===== src/rtl/booth_op_sequencer_pkg.sv =====
// Shared definitions for the Booth multiplier front-end: FSM encoding and default sizing.
package booth_op_sequencer_pkg;

    typedef enum logic [2:0] {
        ST_IDLE  = 3'd0,
        ST_ISSUE = 3'd1,
        ST_WAIT  = 3'd2,
        ST_CLEAR = 3'd3,
        ST_RESP  = 3'd4
    } state_t;

    localparam int DEFAULT_N = 8;

    // Worst-case core latency is about 4 cycles per operand bit plus slack.
    function automatic int default_timeout(input int n);
        return 4 * n + 8;
    endfunction

endpackage


===== src/rtl/booth_op_sequencer_if.sv =====
// Operand/result handshakes plus the control/data lines toward the Booth core.
// A transfer happens on a rising edge where valid and ready are both high; the
// sender holds its payload stable while valid is high and ready is low.
interface booth_op_sequencer_if
    import booth_op_sequencer_pkg::*;
#(
    parameter int N = DEFAULT_N
);
    logic             in_valid;
    logic             in_ready;
    logic [N-1:0]     in_a;
    logic [N-1:0]     in_b;
    logic             out_valid;
    logic             out_ready;
    logic [2*N-1:0]   out_prod;
    logic             out_err;
    logic [N-1:0]     mul_m;
    logic [N-1:0]     mul_q;
    logic             mul_start;
    logic             mul_rst;
    logic             mul_done;
    logic [2*N-1:0]   mul_prod;

    modport master (
        output in_valid, in_a, in_b, out_ready, mul_done, mul_prod,
        input  in_ready, out_valid, out_prod, out_err, mul_m, mul_q, mul_start, mul_rst
    );

    modport slave (
        input  in_valid, in_a, in_b, out_ready, mul_done, mul_prod,
        output in_ready, out_valid, out_prod, out_err, mul_m, mul_q, mul_start, mul_rst
    );

endinterface


===== src/rtl/booth_op_sequencer_watchdog.sv =====
// Saturating cycle counter that flags the last allowed cycle of a core wait.
module booth_op_sequencer_watchdog #(
    parameter int  LIMIT = 40,
    localparam int W     = $clog2(LIMIT + 1)
) (
    input  logic         clk,
    input  logic         rst,
    input  logic         clear,
    input  logic         enable,
    output logic [W-1:0] count,
    output logic         expired
);

    always_ff @(posedge clk or posedge rst) begin
        if (rst) begin
            count <= '0;
        end else if (clear) begin
            count <= '0;
        end else if (enable && (count != W'(LIMIT))) begin
            count <= count + 1'b1;
        end
    end

    assign expired = (count == W'(LIMIT - 1));

endmodule


===== src/rtl/booth_op_sequencer.sv =====
// Front-end for the Booth multiplier core: takes operand pairs, drives one core
// operation at a time, re-arms the core afterwards and returns product or abort.
module booth_op_sequencer
    import booth_op_sequencer_pkg::*;
#(
    parameter int N           = DEFAULT_N,
    parameter int TIMEOUT     = default_timeout(N),
    parameter bit BYPASS_ZERO = 1'b1
) (
    input  logic                         clk,
    input  logic                         rst,
    booth_op_sequencer_if.slave          bus,
    output logic                         busy,
    output state_t                       dbg_state,
    output logic [$clog2(TIMEOUT+1)-1:0] dbg_count
);

    state_t           state;
    state_t           state_nxt;
    logic [N-1:0]     op_a;
    logic [N-1:0]     op_b;
    logic [2*N-1:0]   prod_reg;
    logic             err_reg;
    logic             wd_expired;
    logic             bypass_hit;

    assign bypass_hit = BYPASS_ZERO && ((bus.in_a == '0) || (bus.in_b == '0));

    booth_op_sequencer_watchdog #(
        .LIMIT (TIMEOUT)
    ) u_watchdog (
        .clk     (clk),
        .rst     (rst),
        .clear   (state == ST_ISSUE),
        .enable  (state == ST_WAIT),
        .count   (dbg_count),
        .expired (wd_expired)
    );

    always_ff @(posedge clk or posedge rst) begin
        if (rst) begin
            state <= ST_IDLE;
        end else begin
            state <= state_nxt;
        end
    end

    always_comb begin
        state_nxt = state;
        case (state)
            ST_IDLE:  if (bus.in_valid) state_nxt = bypass_hit ? ST_RESP : ST_ISSUE;
            ST_ISSUE: state_nxt = ST_WAIT;
            // A done on the timeout cycle still wins, since both paths go to CLEAR.
            ST_WAIT:  if (bus.mul_done || wd_expired) state_nxt = ST_CLEAR;
            ST_CLEAR: state_nxt = ST_RESP;
            ST_RESP:  if (bus.out_ready) state_nxt = ST_IDLE;
            default:  state_nxt = ST_IDLE;
        endcase
    end

    always_ff @(posedge clk or posedge rst) begin
        if (rst) begin
            op_a     <= '0;
            op_b     <= '0;
            prod_reg <= '0;
            err_reg  <= 1'b0;
        end else begin
            case (state)
                ST_IDLE: begin
                    if (bus.in_valid) begin
                        op_a <= bus.in_a;
                        op_b <= bus.in_b;
                        if (bypass_hit) begin
                            prod_reg <= '0;
                            err_reg  <= 1'b0;
                        end
                    end
                end
                ST_WAIT: begin
                    if (bus.mul_done) begin
                        prod_reg <= bus.mul_prod;
                        err_reg  <= 1'b0;
                    end else if (wd_expired) begin
                        prod_reg <= '0;
                        err_reg  <= 1'b1;
                    end
                end
                default: ;
            endcase
        end
    end

    // The core latches done until reset, so it is re-armed after every operation.
    always_comb begin
        bus.in_ready  = (state == ST_IDLE);
        bus.mul_start = (state == ST_ISSUE);
        bus.mul_rst   = rst | (state == ST_CLEAR);
        bus.out_valid = (state == ST_RESP);
        busy          = (state != ST_IDLE);
    end

    assign bus.mul_m    = op_a;
    assign bus.mul_q    = op_b;
    assign bus.out_prod = prod_reg;
    assign bus.out_err  = err_reg;
    assign dbg_state    = state;

endmodule


===== src/flat_wrapper.sv =====
// flat-port wrapper written by rule: the top's interface ports become plain ports
module booth_op_sequencer_flat import booth_op_sequencer_pkg::*;
#(
    parameter int N           = DEFAULT_N,
    parameter int TIMEOUT     = default_timeout(N),
    parameter bit BYPASS_ZERO = 1'b1
)
  (clk, rst, busy, dbg_state, dbg_count, bus_in_valid, bus_in_a, bus_in_b, bus_out_ready, bus_mul_done, bus_mul_prod, bus_in_ready, bus_out_valid, bus_out_prod, bus_out_err, bus_mul_m, bus_mul_q, bus_mul_start, bus_mul_rst);
  booth_op_sequencer_if #(.N(N)) bus_i ();
  input  logic clk;
  input  logic rst;
  output logic busy;
  output state_t dbg_state;
  output logic [$clog2(TIMEOUT+1)-1:0] dbg_count;
  input wire logic [$bits(bus_i.in_valid)-1:0] bus_in_valid;
  input wire logic [$bits(bus_i.in_a)-1:0] bus_in_a;
  input wire logic [$bits(bus_i.in_b)-1:0] bus_in_b;
  input wire logic [$bits(bus_i.out_ready)-1:0] bus_out_ready;
  input wire logic [$bits(bus_i.mul_done)-1:0] bus_mul_done;
  input wire logic [$bits(bus_i.mul_prod)-1:0] bus_mul_prod;
  output wire logic [$bits(bus_i.in_ready)-1:0] bus_in_ready;
  output wire logic [$bits(bus_i.out_valid)-1:0] bus_out_valid;
  output wire logic [$bits(bus_i.out_prod)-1:0] bus_out_prod;
  output wire logic [$bits(bus_i.out_err)-1:0] bus_out_err;
  output wire logic [$bits(bus_i.mul_m)-1:0] bus_mul_m;
  output wire logic [$bits(bus_i.mul_q)-1:0] bus_mul_q;
  output wire logic [$bits(bus_i.mul_start)-1:0] bus_mul_start;
  output wire logic [$bits(bus_i.mul_rst)-1:0] bus_mul_rst;
  assign bus_i.in_valid = bus_in_valid;
  assign bus_i.in_a = bus_in_a;
  assign bus_i.in_b = bus_in_b;
  assign bus_i.out_ready = bus_out_ready;
  assign bus_i.mul_done = bus_mul_done;
  assign bus_i.mul_prod = bus_mul_prod;
  assign bus_in_ready = bus_i.in_ready;
  assign bus_out_valid = bus_i.out_valid;
  assign bus_out_prod = bus_i.out_prod;
  assign bus_out_err = bus_i.out_err;
  assign bus_mul_m = bus_i.mul_m;
  assign bus_mul_q = bus_i.mul_q;
  assign bus_mul_start = bus_i.mul_start;
  assign bus_mul_rst = bus_i.mul_rst;
  booth_op_sequencer #(.N(N), .TIMEOUT(TIMEOUT), .BYPASS_ZERO(BYPASS_ZERO)) u_core (.clk(clk), .rst(rst), .bus(bus_i), .busy(busy), .dbg_state(dbg_state), .dbg_count(dbg_count));
endmodule

===== config.mk =====
export PLATFORM = sky130hd
export DESIGN_NAME = booth_op_sequencer_flat
export DESIGN_NICKNAME = d
export VERILOG_FILES = /design/src/rtl/booth_op_sequencer_pkg.sv /design/src/rtl/booth_op_sequencer_if.sv /design/src/rtl/booth_op_sequencer_watchdog.sv /design/src/rtl/booth_op_sequencer.sv /design/src/flat_wrapper.sv
export SDC_FILE = /design/constraint.sdc
export NUM_CORES = 1
export LEC_CHECK = 0
export ABC_AREA = 1
export BUFFER_PORTS_ARGS = -buffer_cell sky130_fd_sc_hd__buf_2
export CORE_UTILIZATION = 24
export CTS_CLUSTER_DIAMETER = 40
export DETAILED_ROUTE_END_ITERATION = 7
export MAX_ROUTING_LAYER = met4
export PLACE_DENSITY = 0.47
export SLEW_MARGIN = 20
export SYNTH_ARGS = -nofsm -noshare
export SYNTH_HDL_FRONTEND = slang
export SYNTH_SLANG_ARGS = --single-unit

===== constraint.sdc =====
create_clock -name clk -period 2 [get_ports clk]
set_clock_uncertainty 0.05 [all_clocks]
set_input_delay 0.3 -clock clk [delete_from_list [all_inputs] [get_ports clk]]
set_output_delay 0.3 -clock clk [all_outputs]
set_load 0.02 [all_outputs]

==> results of run 1 <==
-- worst min path at each step --
| stage | startpoint | endpoint | slack (ns) |
|---|---|---|---|
| after floorplan | bus_mul_prod[15] | u_core.bus.out_prod[15] | 0.40 |
| after global placement | u_core.bus.out_err | u_core.bus.out_err | 0.41 |
| after detailed placement | u_core.bus.out_prod[13] | u_core.bus.out_prod[13] | 0.40 |
| after CTS | rst | u_core.bus.mul_q[5] | 0.14 |
| after global routing | rst | u_core.bus.out_prod[2] | 0.17 |
| final | rst | u_core.bus.mul_q[6] | 0.11 |
-- power by group --
group,internal (mW),total [mW],leakage (nW),switching [mW]
combinational,0.614,1.89,0.880,1.27
sequential,1.18,1.40,0.541,0.217
clock,0.399,0.675,0.0573,0.276
total,2.20,3.96,1.48,1.77
-- cells by family after synthesis --
logic type                 share of synthesized area (%)
DFF                                                 54.5
adders and majority gates                           1.30
and+or+nand+nor                                     28.8
AOI/OAI and AO/OA                                   7.39
buffers and inverters                               8.04
-- cell usage after synthesis, types with 2 or more instances --
library cell / n / area (um^2)
sky130_fd_sc_hd__nand3_1: 26 / 130
sky130_fd_sc_hd__a21oi_1: 4 / 20.0
sky130_fd_sc_hd__nor2_1: 13 / 48.8
sky130_fd_sc_hd__nand2_2: 3 / 18.8
sky130_fd_sc_hd__o21ai_0: 22 / 110
sky130_fd_sc_hd__nor3_1: 2 / 10.0
sky130_fd_sc_hd__buf_2: 4 / 20.0
sky130_fd_sc_hd__nand2_1: 75 / 282
sky130_fd_sc_hd__nor2_2: 2 / 12.5
sky130_fd_sc_hd__ha_1: 2 / 25.0
sky130_fd_sc_hd__dfrtp_1: 42 / 1050
sky130_fd_sc_hd__inv_1: 28 / 105
-- layout make-up --
cell class                      count  area (um^2)
Tap cell                          102          128
Clock inverter                      1         30.0
Multi-Input combinational cell    156          723
Inverter                           30          115
Timing Repair Buffer               87          445
Fill cell                         865         5190
Clock buffer                        6         82.6
Sequential cell                    42         1050
-- metal layers --
| layer | part of all wire [%] | vias up |
|---|---|---|
| met3 | 5.1 | 6 |
| met1 | 48 | 794 |
| li1 | - | 906 |
| met5 | 0 | - |
| met2 | 46 | 41 |
| met4 | 1.6 | 0 |
-- registers in the layout, indices dropped and copies added, names as in the netlist --
name and count:
u_core.dbg_state 3, u_core.bus.out_prod 16, u_core.bus.mul_m 8, u_core.bus.mul_q 8, u_core.u_watchdog.count 6, u_core.bus.out_err 1
-- stage by stage --
stage	setup WS [ns]	hold WS (ns)	instances	power [mW]	cell area (um^2)
floorplan	0.100	0.396	235	2.71	1930
global placement	0.465	0.405	417	3.33	2460
detailed placement	0.457	0.405	417	3.34	2460
CTS	0.325	0.137	424	4.04	2570
global route	0.279	0.166	424	4.30	2570
finish	0.351	0.113	424	3.96	2570
-- critical path, delay by kind of cell, from the launching register on --
family	cells	cell delay, ns
DFF	1	0.43
buffers and inverters	3	0.46
and+or+nand+nor	1	0.12
==> metrics.md, run 1 <==
| Metric | Value |
|---|---|
| Worst stage delay on the critical path | `0.43 ns` |
| Destination of the worst register-to-register timing path | `u_core.bus.mul_m[6]` |
| Antenna violations before repair | `0` |
| Starting Density | `24.8%` |
| Most used cells in the layout excluding fill and tap cells | `sky130_fd_sc_hd__buf_2, sky130_fd_sc_hd__nand2_1, sky130_fd_sc_hd__dfrtp_1` |
| R2R depth | `5` |
| Final hold violations | `0` |
| Leakage dissipation | `1.48 nW` |
| Setup repair after global routing missed its margin | `no` |
| Setup fix buffers added after clock tree synthesis | `0` |
| Router iterations before antenna repair | `4` |
| Final #Nets | `361` |
| Layout overhead on the synthesized area | `33.5%` |
| Ratio of routed vias to standard cells | `4.12` |
| Number of I/O pins | `84` |
| Normalized max-slew margin | `62.7%` |
| Most common cell after layout, fill and taps aside | `sky130_fd_sc_hd__buf_2` |
| Number of DRC violations after detailed routing | `0` |
| CP Launch Point | `u_core.dbg_state[2]` |
| Clock Sinks | `42` |
| Overall track demand over capacity in global routing | `12.5%` |
| Sequential element share of the synthesized area | `54.5%` |
| Maximum capacitance violations | `0` |
| Time the worst path needs with I/O delays and setup | `1.65 ns` |
| Period utilization | `82.5%` |
| Async set or reset register ratio after synthesis | `100%` |
| Number of distinct library cells after synthesis | `24` |
| Max Slew Vio Count | `0` |
| Core Rows | `32` |
| Count of mapped cells out of synthesis | `235` |
| Net Count, Synth | `274` |
| Met3 usage in global routing | `2.99%` |
| Core Footprint | `0.00777 mm^2` |
| Routed via count | `1747` |
| Number of buffers added to fix hold violations after cts | `0` |
| Reg-to-Reg Start | `u_core.dbg_state[2]` |
| Port-buffer cells | `83` |
| Utilization after layout | `33.2%` |
| Diode count | `0` |
| Standard cell with the maximum stage delay on the critical path | `sky130_fd_sc_hd__dfrtp_1` |
| Maximum ir drop on the vdd rail | `0.382 mV` |
| Pin count of the biggest net entering global routing | `43` |
| Via count of the first global-routing pass | `1609` |
| Worst path required time | `1.65 ns` |
| Count of cells resized by post-cts repair | `0` |
| Number of enable flip-flop cells after synthesis | `0` |
| Type of element launching the critical path | `register` |
| Count of state elements after synthesis | `42` |
| Critical path type | `register to output port` |
| Number of buffers created by CTS | `5` |
| Initial drt markers | `28` |
| Worst Path Arrival | `1.30 ns` |
| Worst-case clock buffer depth | `2` |
| # H-tree levels | `2` |
| Drt total wl | `4800 um` |
| Routability cong. | `0.741` |
| Crit path max fanout | `6` |
| GR Util met1 | `16.5%` |
| List of cells traversed by the critical path | `inv_1 -> nand2_2 -> inv_4 -> buf_2` |
| Fmax | `0.606 GHz` |
| Dominant synthesized flop cell | `sky130_fd_sc_hd__dfrtp_1` |
| Hold crit path type | `input pin to async pin` |
| Clock-pin transition on the worst setup and hold timing paths | `0.07 ns` |
| Gr ovfl total | `0` |
| Most used routing layer in global routing | `met2` |
| Register-to-register setup slack | `0.45 ns` |
| CTS root buf | `sky130_fd_sc_hd__clkbuf_8` |
| Capturing element of the worst setup path | `bus_in_ready` |
| Yosys warnings | `0` |
| Die height | `91.7 um` |
| Setup TNS | `0 ns` |
| Ratio of cells with drive above 1 in the final layout | `32.9%` |
| Remaining antenna violation count after routing | `0` |
| Clock tree from TritonCTS | `built` |
| Die extent in x | `91.7 um` |
| Post-DR wirelength/cell | `11.3 um` |
| Power per cell area | `1540 mW/mm^2` |
| Total die area | `0.00840 mm^2` |
| Met2 Use GR | `18.0%` |
| Avg Synthesized Cell Area | `8.21 um^2` |
| First-pass GRT wire length | `7850 um` |
| Result of the run | `completed` |
| Synthesized cell area | `0.00193 mm^2` |
| DPL Wire Length | `3650 um` |
| Clock Latency Late Sink | `0.29 ns` |
| Actual transition at the worst max-transition pin | `0.560 ns` |
| Final count of negative-setup-slack endpoints | `0` |
| Kind of end point of the critical path | `output port` |
(Power assumes the default switching activity.)
==> run 2: changes to the inputs <==
- PLACE_DENSITY: 0.47 -> 0.49
- clock period: 2 -> 1.36 ns (I/O delays scaled with it)
==> metrics.md, run 2 (synthesized netlist as in run 1, its figures left out) <==
| Metric | Value |
|---|---|
| Result of the run | `complete, but fails checks` |
| Violated checks | `negative setup slack` |
| Kind of end point of the critical path | `output port` |
| Via count of the first global-routing pass | `1682` |
| Part of the total power dissipated in sequential elements | `30.7%` |
| Standard cell with the maximum stage delay on the critical path | `sky130_fd_sc_hd__dfrtp_2` |
| Number of buffers created by CTS | `5` |
| Antenna violations before repair | `0` |
| Critical path type | `register to output port` |
| Router iterations before antenna repair | `4` |
| Actual transition at the worst max-transition pin | `0.549 ns` |
| DPL Wire Length | `3690 um` |
| WP depth | `5` |
| Flip-flop count of the largest register, all copies and words added | `16` |
| Maximum ir drop on the vdd rail | `0.817 mV` |
| Clock-pin transition on the worst setup and hold timing paths | `0.08 ns` |
| Final count of negative-setup-slack endpoints | `40` |
| Worst stage delay on the critical path | `0.42 ns` |
| Overall power of the completed layout | `6.70 mW` |
| Hold crit path type | `input pin to async pin` |
| Drt total wl | `5340 um` |
| Core Rows | `32` |
| Reg-to-Reg Start | `u_core.dbg_state[0]` |
| Register-to-register setup slack | `-0.07 ns` |
| Remaining antenna violation count after routing | `0` |
| Fmax | `0.685 GHz` |
| Die height | `91.7 um` |
| Starting Density | `24.8%` |
| Setup repair after global routing missed its margin | `yes` |
| Overall track demand over capacity in global routing | `13.0%` |
| # H-tree levels | `2` |
| Fin worst setup slack | `-0.0999 ns` |
| Gate power share | `56.6%` |
| Pin count of the biggest net entering global routing | `43` |
| Type of element launching the critical path | `register` |
| Part of the total power dissipated in the clock network | `12.7%` |
| Total die area | `0.00840 mm^2` |
| Number of DRC violations after detailed routing | `0` |
| CP delay by family, top | `flip-flops` |
| Switching Fraction | `45.9%` |
| List of cells traversed by the critical path | `buf_6 -> buf_6 -> nand3_4 -> nand2_2 -> buf_6` |
| Layout overhead on the synthesized area | `51.2%` |
| Area of combinational cells with multiple inputs | `877 um^2` |
| Max Slew Vio Count | `0` |
| Number of fill cells | `872` |
| Number of I/O pins | `84` |
| Maximum capacitance violations | `0` |
| Final #Nets | `380` |
| Port-buffer cells | `83` |
| Leakage dissipation | `1.60 nW` |
| Diode count | `0` |
| Most common cell after layout, fill and taps aside | `sky130_fd_sc_hd__buf_2` |
| R2R depth | `9` |
| Core Footprint | `0.00777 mm^2` |
| Destination of the worst register-to-register timing path | `u_core.bus.out_prod[6]` |
| Combined buffer and inverter count along the critical path | `3` |
| Clock Latency Late Sink | `0.29 ns` |
| Post-DR wirelength/cell | `12.0 um` |
| Setup TNS | `-2.20 ns` |
| Crit path max fanout | `3` |
| Clock Sinks | `42` |
| Period utilization | `107%` |
| Routed via count | `1858` |
| Normalized max-slew margin | `63.4%` |
| Power per cell area | `2300 mW/mm^2` |
| Ratio of cells with drive above 1 in the final layout | `45.6%` |
| Final hold violations | `0` |
| Routability cong. | `0.749` |
| Ratio of routed vias to standard cells | `4.18` |
| Most used cells in the layout excluding fill and tap cells | `sky130_fd_sc_hd__buf_2, sky130_fd_sc_hd__nand2_1, sky130_fd_sc_hd__dfrtp_1` |
| Time the worst path needs with I/O delays and setup | `1.46 ns` |
| Number of buffers added to fix hold violations after cts | `0` |
| Clock tree from TritonCTS | `built` |
| Sequential standard cell area | `0.00106 mm^2` |
| Initial drt markers | `39` |
| Net switching power | `3.07 mW` |
| Most numerous cell on the critical path | `sky130_fd_sc_hd__buf_6` |
| Worst path required time | `1.11 ns` |
| CTS root buf | `sky130_fd_sc_hd__clkbuf_8` |
| Cell internal power dissipation | `3.62 mW` |
| Worst-case clock buffer depth | `2` |
| Die extent in x | `91.7 um` |
| First-pass GRT wire length | `8270 um` |
| Gr ovfl total | `0` |
| Worst Path Arrival | `1.21 ns` |
-- run 2: cell types whose count changed in the layout (fill, tap and decap cells not counted), moves of 6 or more --
cell and change:
sky130_fd_sc_hd__nand3_1 -6, sky130_fd_sc_hd__inv_1 -6, sky130_fd_sc_hd__buf_6 +10, sky130_fd_sc_hd__buf_4 +10
-- run 2: layout make-up --
class                   count  area share [%]
clock inverters             2           0.429
flip-flops and latches     42            36.3
well taps                 102            4.38
repair buffers            104            21.7
inverters                  30            4.33
multi-input cells         158            30.1
clock buffers               6            2.83
-- run 2: worst register-to-register path, cell delays in order (launching register included) --
cell and delay, ns:
sky130_fd_sc_hd__dfrtp_2 0.42, sky130_fd_sc_hd__buf_6 0.13, sky130_fd_sc_hd__nor2_4 0.10, sky130_fd_sc_hd__nand2_2 0.09
sky130_fd_sc_hd__inv_4 0.07, sky130_fd_sc_hd__buf_4 0.11, sky130_fd_sc_hd__nand3_4 0.15, sky130_fd_sc_hd__nand2_4 0.16
sky130_fd_sc_hd__nand2_1 0.06, sky130_fd_sc_hd__nand2_1 0.05
-- run 2: through the flow --
step | utilization [%] | worst slack (ns) | hold WS, ns | area (um^2) | std cells
6_report | 37.5 | -0.0999 | 0.0615 | 2920 | 444
4_1_cts | 35.4 | -0.0755 | 0.0768 | 2750 | 436
2_1_floorplan | - | -0.0710 | 0.153 | 1970 | 235
3_5_place_dp | 32.8 | -0.0213 | 0.392 | 2550 | 423
3_3_place_gp | 32.8 | 0.00122 | 0.394 | 2550 | 423
5_1_grt | 37.5 | -0.164 | 0.0813 | 2920 | 444
-- run 2: repair_timing --
item                       CTS  global route
setup endpoints to repair   22            46
gates cloned                 0             2
gates resized for setup     23            30
setup buffers                5             6
pin swaps                    1             9
-- run 2: how the worst max path moves through the flow --
stage | start | endpoint | slack, ns
floorplan | u_core.u_watchdog.count[1] | u_core.bus.out_prod[0] | -0.07
global placement | u_core.u_watchdog.count[0] | u_core.bus.out_prod[15] | 0.001
detailed placement | u_core.u_watchdog.count[0] | u_core.bus.out_prod[13] | -0.02
CTS | u_core.dbg_state[0] | u_core.bus.out_prod[3] | -0.08
global route | u_core.dbg_state[0] | bus_in_ready | -0.16
finish | u_core.dbg_state[0] | bus_mul_rst | -0.1
-- run 2: power groups by stage --
stage                     registers, mW  clock network (mW)  logic (mW)
after global routing               2.12               0.950        4.17
final                              2.06               0.851        3.79
after detailed placement           2.08                   0        2.96
after floorplan                    2.67                   0        1.38
after CTS                          2.07               0.893        3.28
after global placement             2.08                   0        2.94
-- run 2: metal layers --
layer | global-route usage (%) | routed length (um) | share of wire [%]
met1 | 17.4 | 2570 | 48
met2 | 19.4 | 2470 | 46
met3 | 2.82 | 219 | 4.1
met4 | 4.76 | 74 | 1.4
met5 | - | 0 | 0
==> run 3: changes to the inputs <==
- REMOVE_ABC_BUFFERS: default -> 1
==> metrics.md, run 3 (synthesized netlist as in run 1, its figures left out) <==
| Metric | Value |
|---|---|
| Result of the run | `complete, but fails checks` |
| Violated checks | `negative setup slack` |
| Worst-case clock buffer depth | `2` |
| Normalized max-slew margin | `77.9%` |
| Period utilization | `107%` |
| Destination of the worst register-to-register timing path | `u_core.bus.out_prod[8]` |
| Critical path type | `register to output port` |
| Clock Sinks | `42` |
| Layout overhead on the synthesized area | `56.9%` |
| Most common cell after layout, fill and taps aside | `sky130_fd_sc_hd__buf_2` |
| R2R depth | `8` |
| Most used routing layer in global routing | `met2` |
| Reg-to-Reg Start | `u_core.u_watchdog.count[1]` |
| Post-Place Worst Slack | `-0.0364 ns` |
| CTS root buf | `sky130_fd_sc_hd__clkbuf_8` |
| # H-tree levels | `2` |
| Clock tree from TritonCTS | `built` |
| Kind of end point of the critical path | `output port` |
| Met3 usage in global routing | `3.07%` |
| Power per cell area | `2340 mW/mm^2` |
| Worst Hold Margin | `0.0837 ns` |
| Clock Latency Late Sink | `0.30 ns` |
| Routed via count | `1935` |
| Port-buffer cells | `83` |
| Instance count along the most critical hold path | `3` |
| WP depth | `4` |
| Total die area | `0.00840 mm^2` |
| Crit path max fanout | `4` |
| Die height | `91.7 um` |
| GR Util met1 | `17.9%` |
| Startpoint of the worst hold path | `bus_mul_prod[4]` |
| Remaining antenna violation count after routing | `0` |
| Core Rows | `32` |
| Flip-flop count of the largest register, all copies and words added | `16` |
| Cell Count, Final, Fillers Out | `454` |
| Ratio of cells with drive above 1 in the final layout | `46.0%` |
| Initial drt markers | `31` |
| Number of fill cells | `833` |
| Number of buffers created by CTS | `5` |
| Max Slew Vio Count | `0` |
| Met2 Use GR | `21.3%` |
| Via count of the first global-routing pass | `1857` |
| Ratio of routed vias to standard cells | `4.26` |
| Post-DR wirelength/cell | `11.9 um` |
| Overall power of the completed layout | `7.08 mW` |
| Actual transition at the worst max-transition pin | `0.332 ns` |
| First-pass GRT wire length | `8850 um` |
| Cell area reported after detailed placement | `0.00257 mm^2` |
| Leakage dissipation | `1.64 nW` |
| Hold crit path type | `input pin to register` |
| Type of element launching the critical path | `register` |
| Router iterations before antenna repair | `4` |
| Starting Density | `24.8%` |
| Worst path required time | `1.11 ns` |
| Antenna violations before repair | `0` |
| Worst stage delay on the critical path | `0.48 ns` |
| Routability cong. | `0.797` |
| Final #Nets | `390` |
| DPL Wire Length | `3720 um` |
| Worst Path Arrival | `1.20 ns` |
| Maximum ir drop on the vdd rail | `0.515 mV` |
| Overall track demand over capacity in global routing | `13.8%` |
| Setup TNS | `-1.31 ns` |
| CP delay by family, top | `flip-flops` |
| Drt total wl | `5410 um` |
| Number of DRC violations after detailed routing | `0` |
| Clock-pin transition on the worst setup and hold timing paths | `0.09 ns` |
| Standard cell with the maximum stage delay on the critical path | `sky130_fd_sc_hd__dfrtp_2` |
| Final hold violations | `0` |
| Gr ovfl total | `0` |
| Fmax | `0.689 GHz` |
| Fin worst setup slack | `-0.0922 ns` |
| Diode count | `0` |
| Number of I/O pins | `84` |
| Utilization after layout | `39.0%` |
| Most used cells in the layout excluding fill and tap cells | `sky130_fd_sc_hd__buf_2, sky130_fd_sc_hd__nand2_1, sky130_fd_sc_hd__dfrtp_1` |
| Combined buffer and inverter count along the critical path | `2` |
| Setup repair after global routing missed its margin | `yes` |
| Pin count of the biggest net entering global routing | `33` |
| Final count of negative-setup-slack endpoints | `34` |
| Design area | `0.00303 mm^2` |
| Core Footprint | `0.00777 mm^2` |
| Worst Hold Endpoint | `u_core.bus.out_prod[4]` |
| Maximum capacitance violations | `0` |
| Time the worst path needs with I/O delays and setup | `1.45 ns` |
| Placed cell count | `430` |
| Register-to-register setup slack | `-0.06 ns` |
| Die extent in x | `91.7 um` |
| List of cells traversed by the critical path | `buf_4 -> nand3_4 -> nand2_2 -> buf_6` |
## run 3: cell types whose count changed in the layout (fill, tap and decap cells not counted), moves of 3 or more
cell                      change
sky130_fd_sc_hd__o21ai_1     +12
sky130_fd_sc_hd__buf_4        +4
sky130_fd_sc_hd__buf_6        +9
sky130_fd_sc_hd__nand2_2      +6
sky130_fd_sc_hd__o21ai_0     -10
sky130_fd_sc_hd__dfrtp_1      +3
sky130_fd_sc_hd__dfrtp_2      -3
sky130_fd_sc_hd__buf_2        -5
sky130_fd_sc_hd__nand2_1      -5
## run 3: worst max path at each step
| stage | end | from |
|---|---|---|
| 5_1_grt | u_core.bus.out_prod[9] | u_core.u_watchdog.count[1] |
| 6_report | bus_mul_rst | u_core.dbg_state[0] |
| 4_1_cts | bus_mul_rst | u_core.dbg_state[2] |
| 3_5_place_dp | u_core.bus.out_prod[9] | u_core.u_watchdog.count[0] |
| 3_3_place_gp | u_core.bus.out_prod[9] | u_core.u_watchdog.count[0] |
| 2_1_floorplan | bus_mul_rst | rst |
## run 3: worst min-delay path, delay by kind of cell
family	cells	cell delay (ns)
buffers and inverters	1	0.08
AND/OR/NAND/NOR	2	0.12
## run 3: per-layer routing
metal,vias to the layer above,wire [um],part of all wire (%)
li1,970,-,-
met1,906,2490,46
met2,53,2580,48
met3,6,269,5.0
met4,0,65,1.2
met5,-,0,0
## run 3: what timing repair did
action	4_1_cts	5_1_grt
hold endpoints to repair	42	17
setup endpoints to repair	27	66
hold buffers	2	1
cloned	2	0
gates resized for setup	53	29
setup buffers	8	4
pin swaps	11	6
## run 3: layout make-up
cell class,instances,area [um^2],share of cell area [%]
repair buffers,114,759,25.1
inverters,30,120,3.97
multi-input cells,158,853,28.2
clock inverters,3,45.0,1.49
well taps,102,128,4.21
flip-flops and latches,42,1050,34.8
clock buffers,5,68.8,2.27
## run 3: power by group
group          switching [mW]  total [mW]  internal, mW
Combinational            2.33        4.02          1.68
Sequential              0.303        2.05          1.74
Clock                   0.474        1.02         0.547
Total                    3.11        7.08          3.97
